<file path="config.mk">
export PLATFORM = sky130hd
export DESIGN_NAME = pipe_stage_fifo_flat
export DESIGN_NICKNAME = d
export VERILOG_FILES = /design/src/rtl/pipe_stage_fifo_if.sv /design/src/rtl/pipe_stage_fifo.sv /design/src/flat_wrapper.sv
export SDC_FILE = /design/constraint.sdc
export NUM_CORES = 1
export LEC_CHECK = 0
export BUFFER_PORTS_ARGS = -buffer_cell sky130_fd_sc_hd__buf_2
export CORE_ASPECT_RATIO = 1.5
export CORE_MARGIN = 2
export CORE_UTILIZATION = 25
export CTS_CLUSTER_DIAMETER = 60
export DETAILED_ROUTE_END_ITERATION = 6
export REMOVE_ABC_BUFFERS = 1
export SLEW_MARGIN = 20
export SYNTH_ARGS = -nofsm -noshare
export SYNTH_HDL_FRONTEND = slang
export SYNTH_SLANG_ARGS = --single-unit
export TNS_END_PERCENT = 100
</file>
<file path="constraint.sdc">
create_clock -name clk -period 9.9 [get_ports clk]
set_clock_uncertainty 0.1 [all_clocks]
set_input_delay 0.495 -clock clk [delete_from_list [all_inputs] [get_ports clk]]
set_output_delay 0.495 -clock clk [all_outputs]
set_load 0.005 [all_outputs]
</file>
<file path="src/rtl/pipe_stage_fifo_if.sv">
// pipe_stage_fifo_if: handshake bundle between an upstream stage, the stage buffer and a downstream stage.
//
// Signals:
//   flush     - synchronous kill of buffered and incoming entries (branch/jump redirect)
//   in_valid  - upstream presents in_data
//   in_ready  - buffer can accept a payload this cycle
//   in_data   - upstream payload (packed stage struct)
//   out_valid - buffer presents out_data downstream
//   out_ready - downstream accepts out_data this cycle
//   out_data  - downstream payload, zero when out_valid is low
//   count     - number of entries held (0..DEPTH)
//
// Modports: master drives the upstream/downstream side, slave is the buffer.
interface pipe_stage_fifo_if #(
    parameter int WIDTH = 64,
    parameter int DEPTH = 2,
    parameter int CNT_W = $clog2(DEPTH + 1)
);
    logic             flush;
    logic             in_valid;
    logic             in_ready;
    logic [WIDTH-1:0] in_data;
    logic             out_valid;
    logic             out_ready;
    logic [WIDTH-1:0] out_data;
    logic [CNT_W-1:0] count;

    modport master (
        output flush, in_valid, in_data, out_ready,
        input  in_ready, out_valid, out_data, count
    );

    modport slave (
        input  flush, in_valid, in_data, out_ready,
        output in_ready, out_valid, out_data, count
    );
endinterface

</file>
<file path="src/rtl/pipe_stage_fifo.sv">
// pipe_stage_fifo: elastic DEPTH-entry pipeline-stage buffer with valid/ready handshakes, flush and occupancy count.
//
// Ports:
//   clk   - clock, all state updates on the rising edge
//   reset - asynchronous active-high reset (count, pointers; storage is not reset)
//   bus   - pipe_stage_fifo_if.slave: flush, in_valid/in_ready/in_data,
//           out_valid/out_ready/out_data, count
//
// Build option: define PIPE_STAGE_BYPASS_EN for zero-latency pass-through while
// empty; left undefined the buffer has a 1-cycle in-to-out latency and its
// outputs depend on registered state only.
module pipe_stage_fifo #(
    parameter int WIDTH = 64,
    parameter int DEPTH = 2,
    parameter int CNT_W = $clog2(DEPTH + 1)
) (
    input logic              clk,
    input logic              reset,
    pipe_stage_fifo_if.slave bus
);
    localparam int PTR_W = (DEPTH > 1) ? $clog2(DEPTH) : 1;

    logic [WIDTH-1:0] mem_q [DEPTH];
    logic [PTR_W-1:0] wr_ptr_q, wr_ptr_d;
    logic [PTR_W-1:0] rd_ptr_q, rd_ptr_d;
    logic [CNT_W-1:0] count_q, count_d;
    logic             empty, full, push, pop, wr_en, rd_en;

    // DEPTH need not be a power of two, so wrap explicitly at DEPTH-1
    function automatic logic [PTR_W-1:0] ptr_inc(input logic [PTR_W-1:0] p);
        return (p == PTR_W'(DEPTH - 1)) ? '0 : p + PTR_W'(1);
    endfunction

    assign empty        = (count_q == '0);
    assign full         = (count_q == CNT_W'(DEPTH));
    // in_ready looks only at occupancy so it never waits on out_ready
    assign bus.in_ready = ~full;
    assign bus.count    = count_q;
    assign push         = bus.in_valid & ~full & ~bus.flush;
    assign pop          = bus.out_valid & bus.out_ready & ~bus.flush;

`ifdef PIPE_STAGE_BYPASS_EN
    logic through;
    assign bus.out_valid = ~empty | (bus.in_valid & ~bus.flush);
    assign bus.out_data  = ~empty ? mem_q[rd_ptr_q] : (bus.out_valid ? bus.in_data : '0);
    // empty with a push and a pop together: the payload went straight through
    assign through       = empty & push & pop;
    assign wr_en         = push & ~through;
    assign rd_en         = pop & ~through;
`else
    assign bus.out_valid = ~empty;
    assign bus.out_data  = empty ? '0 : mem_q[rd_ptr_q];
    assign wr_en         = push;
    assign rd_en         = pop;
`endif

    always_comb begin
        wr_ptr_d = bus.flush ? '0 : (wr_en ? ptr_inc(wr_ptr_q) : wr_ptr_q);
        rd_ptr_d = bus.flush ? '0 : (rd_en ? ptr_inc(rd_ptr_q) : rd_ptr_q);
        count_d  = bus.flush ? '0
                 : (wr_en & ~rd_en) ? count_q + CNT_W'(1)
                 : (rd_en & ~wr_en) ? count_q - CNT_W'(1)
                 : count_q;
    end

    always_ff @(posedge clk or posedge reset) begin
        if (reset) begin
            wr_ptr_q <= '0;
            rd_ptr_q <= '0;
            count_q  <= '0;
        end else begin
            wr_ptr_q <= wr_ptr_d;
            rd_ptr_q <= rd_ptr_d;
            count_q  <= count_d;
        end
    end

    // storage holds payload only; validity lives in count, so no reset needed
    always_ff @(posedge clk) begin
        if (wr_en) mem_q[wr_ptr_q] <= bus.in_data;
    end
endmodule

</file>
<file path="src/flat_wrapper.sv">
// flat-port wrapper written by rule: the top's interface ports become plain ports
module pipe_stage_fifo_flat 
#(
    parameter int WIDTH = 64,
    parameter int DEPTH = 2,
    parameter int CNT_W = $clog2(DEPTH + 1)
)
  (clk, reset, bus_flush, bus_in_valid, bus_in_data, bus_out_ready, bus_in_ready, bus_out_valid, bus_out_data, bus_count);
  pipe_stage_fifo_if #(.WIDTH(WIDTH), .DEPTH(DEPTH), .CNT_W(CNT_W)) bus_i ();
  input logic clk;
  input logic reset;
  input wire logic [$bits(bus_i.flush)-1:0] bus_flush;
  input wire logic [$bits(bus_i.in_valid)-1:0] bus_in_valid;
  input wire logic [$bits(bus_i.in_data)-1:0] bus_in_data;
  input wire logic [$bits(bus_i.out_ready)-1:0] bus_out_ready;
  output wire logic [$bits(bus_i.in_ready)-1:0] bus_in_ready;
  output wire logic [$bits(bus_i.out_valid)-1:0] bus_out_valid;
  output wire logic [$bits(bus_i.out_data)-1:0] bus_out_data;
  output wire logic [$bits(bus_i.count)-1:0] bus_count;
  assign bus_i.flush = bus_flush;
  assign bus_i.in_valid = bus_in_valid;
  assign bus_i.in_data = bus_in_data;
  assign bus_i.out_ready = bus_out_ready;
  assign bus_in_ready = bus_i.in_ready;
  assign bus_out_valid = bus_i.out_valid;
  assign bus_out_data = bus_i.out_data;
  assign bus_count = bus_i.count;
  pipe_stage_fifo #(.WIDTH(WIDTH), .DEPTH(DEPTH), .CNT_W(CNT_W)) u_core (.clk(clk), .reset(reset), .bus(bus_i));
endmodule
</file>
==> metrics.yaml <==
run_status:
  status: "completed"
clock_tree:
  cts.clk_slew.worst_paths_ns: 0.06
  cts_root_buf: "clkbuf_16"
  clock_path_buffers: 2
  clk-insertion-delay-late_ns: 0.41
  cts_setup_buffers: 0
  cts.sinks: 132
  cts_tree: "built"
  htree_levels: 4
  cts_resized: 0
  numCtsBuffers: 17
  cts_hold_buf: 1
placed_design:
  gp_congestion: 0.642
  dpl.hpwl_um: 6450
  io_buffers: 136
min_path:
  hold_class: "in2reg"
synthesis:
  ys_seq_area_frac: 0.778
  synthTopCellsByCount: "edfxtp_1 (128), nor2_1 (66), mux2i_1 (65), buf_2 (7), buf_6 (5)"
  synth_area_leader_cell: "edfxtp_1"
  synth.avg_cell_area_sq_um: 17.0
  yosysWarnings: 0
  synth_top_area_frac: 0.759
  ys_ff_latch: 132
  netlist_instances: 298
  synth.most_common_cell: "edfxtp_1"
  synth.cell_area_sq_um: 5070
  synth_cell_types: 23
  synth_edf_count: 128
  synthArstFlopShare: 0.0303
  synth_flop_cell: "edfxtp_1"
  synthTopCellsByArea: "edfxtp_1 (76%), mux2i_1 (13%), nor2_1 (4.9%)"
floorplanning:
  io_pins: 137
  die-area_sq_um: 21400
  rows: 63
  fp.dieW_um: 120
  start_util: 0.255
  die_h_um: 178
  core_sq_um: 19900
critical_path:
  path_cells: "buf_12 -> mux2i_1 -> nor2_1 -> buf_2"
  worstPathArrival_ns: 2.14
  end_kind: "primary output"
  required_ns: 9.31
  slowest_stage: "dfrtp_4"
  worstSetupPathType: "reg2out"
  critPathBufInv: 2
  crit_fanout: 42
  slowest_delay_ns: 0.94
  startpoint_type: "register"
  path_delay_family: "flip-flops"
sta:
  final.period_utilization: 0.276
  finalSetupViolCount: 0
  hold_viol: 0
  whs_ns: 0.168
  rsz0062_at_grt: "false"
  setup_tns_ns: 0
  slew_headroom: 0.481
  worstMarginPinSlew_ns: 0.778
  fin_crit_ns: 2.73
  slew_viol_final: 0
  fmax_mhz: 366
global_routing:
  grt_max_degree: 66
  track_usage: 0.0987
  grt_pass1_vias: 3015
  grt_pass1_wl_um: 15700
  antenna_found_initial: 2
  grt_overflow: 0
finish:
  nets: 515
  multi_input_area_sq_um: 1020
  area_growth_pct: 31.8
  fin_util: 0.336
  drive_gt1_frac: 0.392
  seqCellArea_sq_um: 3950
  fillers: 2003
route:
  antenna_left: 0
  drtIter0Drc: 132
  vias_per_cell: 4.05
  vias: 2918
  drtPass1Iterations: 4
  drc: 0
  wire_per_inst_um: 14.3
  wl_um: 10300
power:
  p_per_area_nw_per_um2: 210
  power.leakage_nw: 2.52
  vdd_ir_drop_max_v: 0.000139
flow_run:
  cap_violations: 0
[cells by family after synthesis]
group | share of synthesized area
AOI/OAI and AO/OA | 0.00963
xor gates and xnor gates | 0.00173
and+or+nand+nor | 0.0588
DFF | 0.778
buffers and inverters | 0.0232
muxes | 0.128
[per-layer routing]
metal | track usage | share of wire | up-vias | routed length, um
met5 | 0 | 0.0012 | - | 12
met4 | 0.0460 | 0.019 | 2 | 191
met3 | 0.0406 | 0.063 | 15 | 652
met2 | 0.173 | 0.53 | 87 | 5500
met1 | 0.103 | 0.38 | 1413 | 3950
li1 | - | - | 1401 | -
[stage by stage]
step	cell area (sq um)	setup WS, ns	power, mW	cells
3_3_place_gp	6030	7.54	0.767	685
5_1_grt	6680	7.05	1.46	719
2_1_floorplan	4960	3.82	0.719	284
6_report	6680	7.17	1.40	721
3_5_place_dp	6030	7.51	0.771	685
4_1_cts	6660	7.04	1.43	718
[report_power, final]
group	switching, mW	internal, mW	total (mW)
Sequential	0.0140	0.637	0.651
Combinational	0.0564	0.0505	0.107
Clock	0.225	0.419	0.645
[final timing paths]
kind / from / endpoint / slack [ns] / cells after the start
min reg2reg: u_core.wr_ptr_q / u_core.wr_ptr_q / 0.50 / 2
min: bus_in_data[20] / u_core.mem_q[0][20] / 0.17 / 1
max reg2reg: u_core.bus.count[1] / u_core.mem_q[1][36] / 7.77 / 5
min in group asynchronous: reset / u_core.rd_ptr_q / 0.41 / 3
max in group asynchronous: reset / u_core.rd_ptr_q / 9.11 / 3
max: u_core.rd_ptr_q / bus_out_data[28] / 7.17 / 4
[layout by cell type (no fill, tap or decap)]
master,synthesis,routed
a21o_1,1,1
a21oi_1,3,3
a21oi_2,1,1
buf_12,0,1
buf_2,7,136
buf_4,1,5
bufinv_16,0,4
clkbuf_1,1,1
clkbuf_16,0,17
clkinv_2,0,5
clkinv_4,0,3
clkinvlp_4,0,2
dfrtp_1,4,3
dfrtp_4,0,1
diode_2,0,2
dlygate4sd3_1,0,1
edfxtp_1,128,128
inv_1,3,3
inv_2,1,1
mux2i_1,65,65
nand2_1,1,1
nand3b_1,1,1
nor2_1,66,65
nor2_4,0,1
nor2b_1,1,1
nor3_2,0,1
nor3b_1,2,1
nor3b_2,0,1
o211ai_1,1,1
o21ai_0,2,2
or2_2,1,1
or3_1,1,1
xor2_1,1,1
[sequential cells by signal (all words and copies together) (netlist names)]
name              count
u_core.mem_q        128
u_core.bus.count      2
u_core.rd_ptr_q       1
u_core.wr_ptr_q       1
[cell type report]
class	count	area share
Clock buffer	18	0.0642
Antenna cell	2	0.000749
Clock inverter	14	0.0279
Inverter	4	0.00225
Tap cell	260	0.0487
Timing Repair Buffer	143	0.112
Sequential cell	132	0.591
Multi-Input combinational cell	148	0.153
Note: power is estimated with default switching activity, not from simulation.
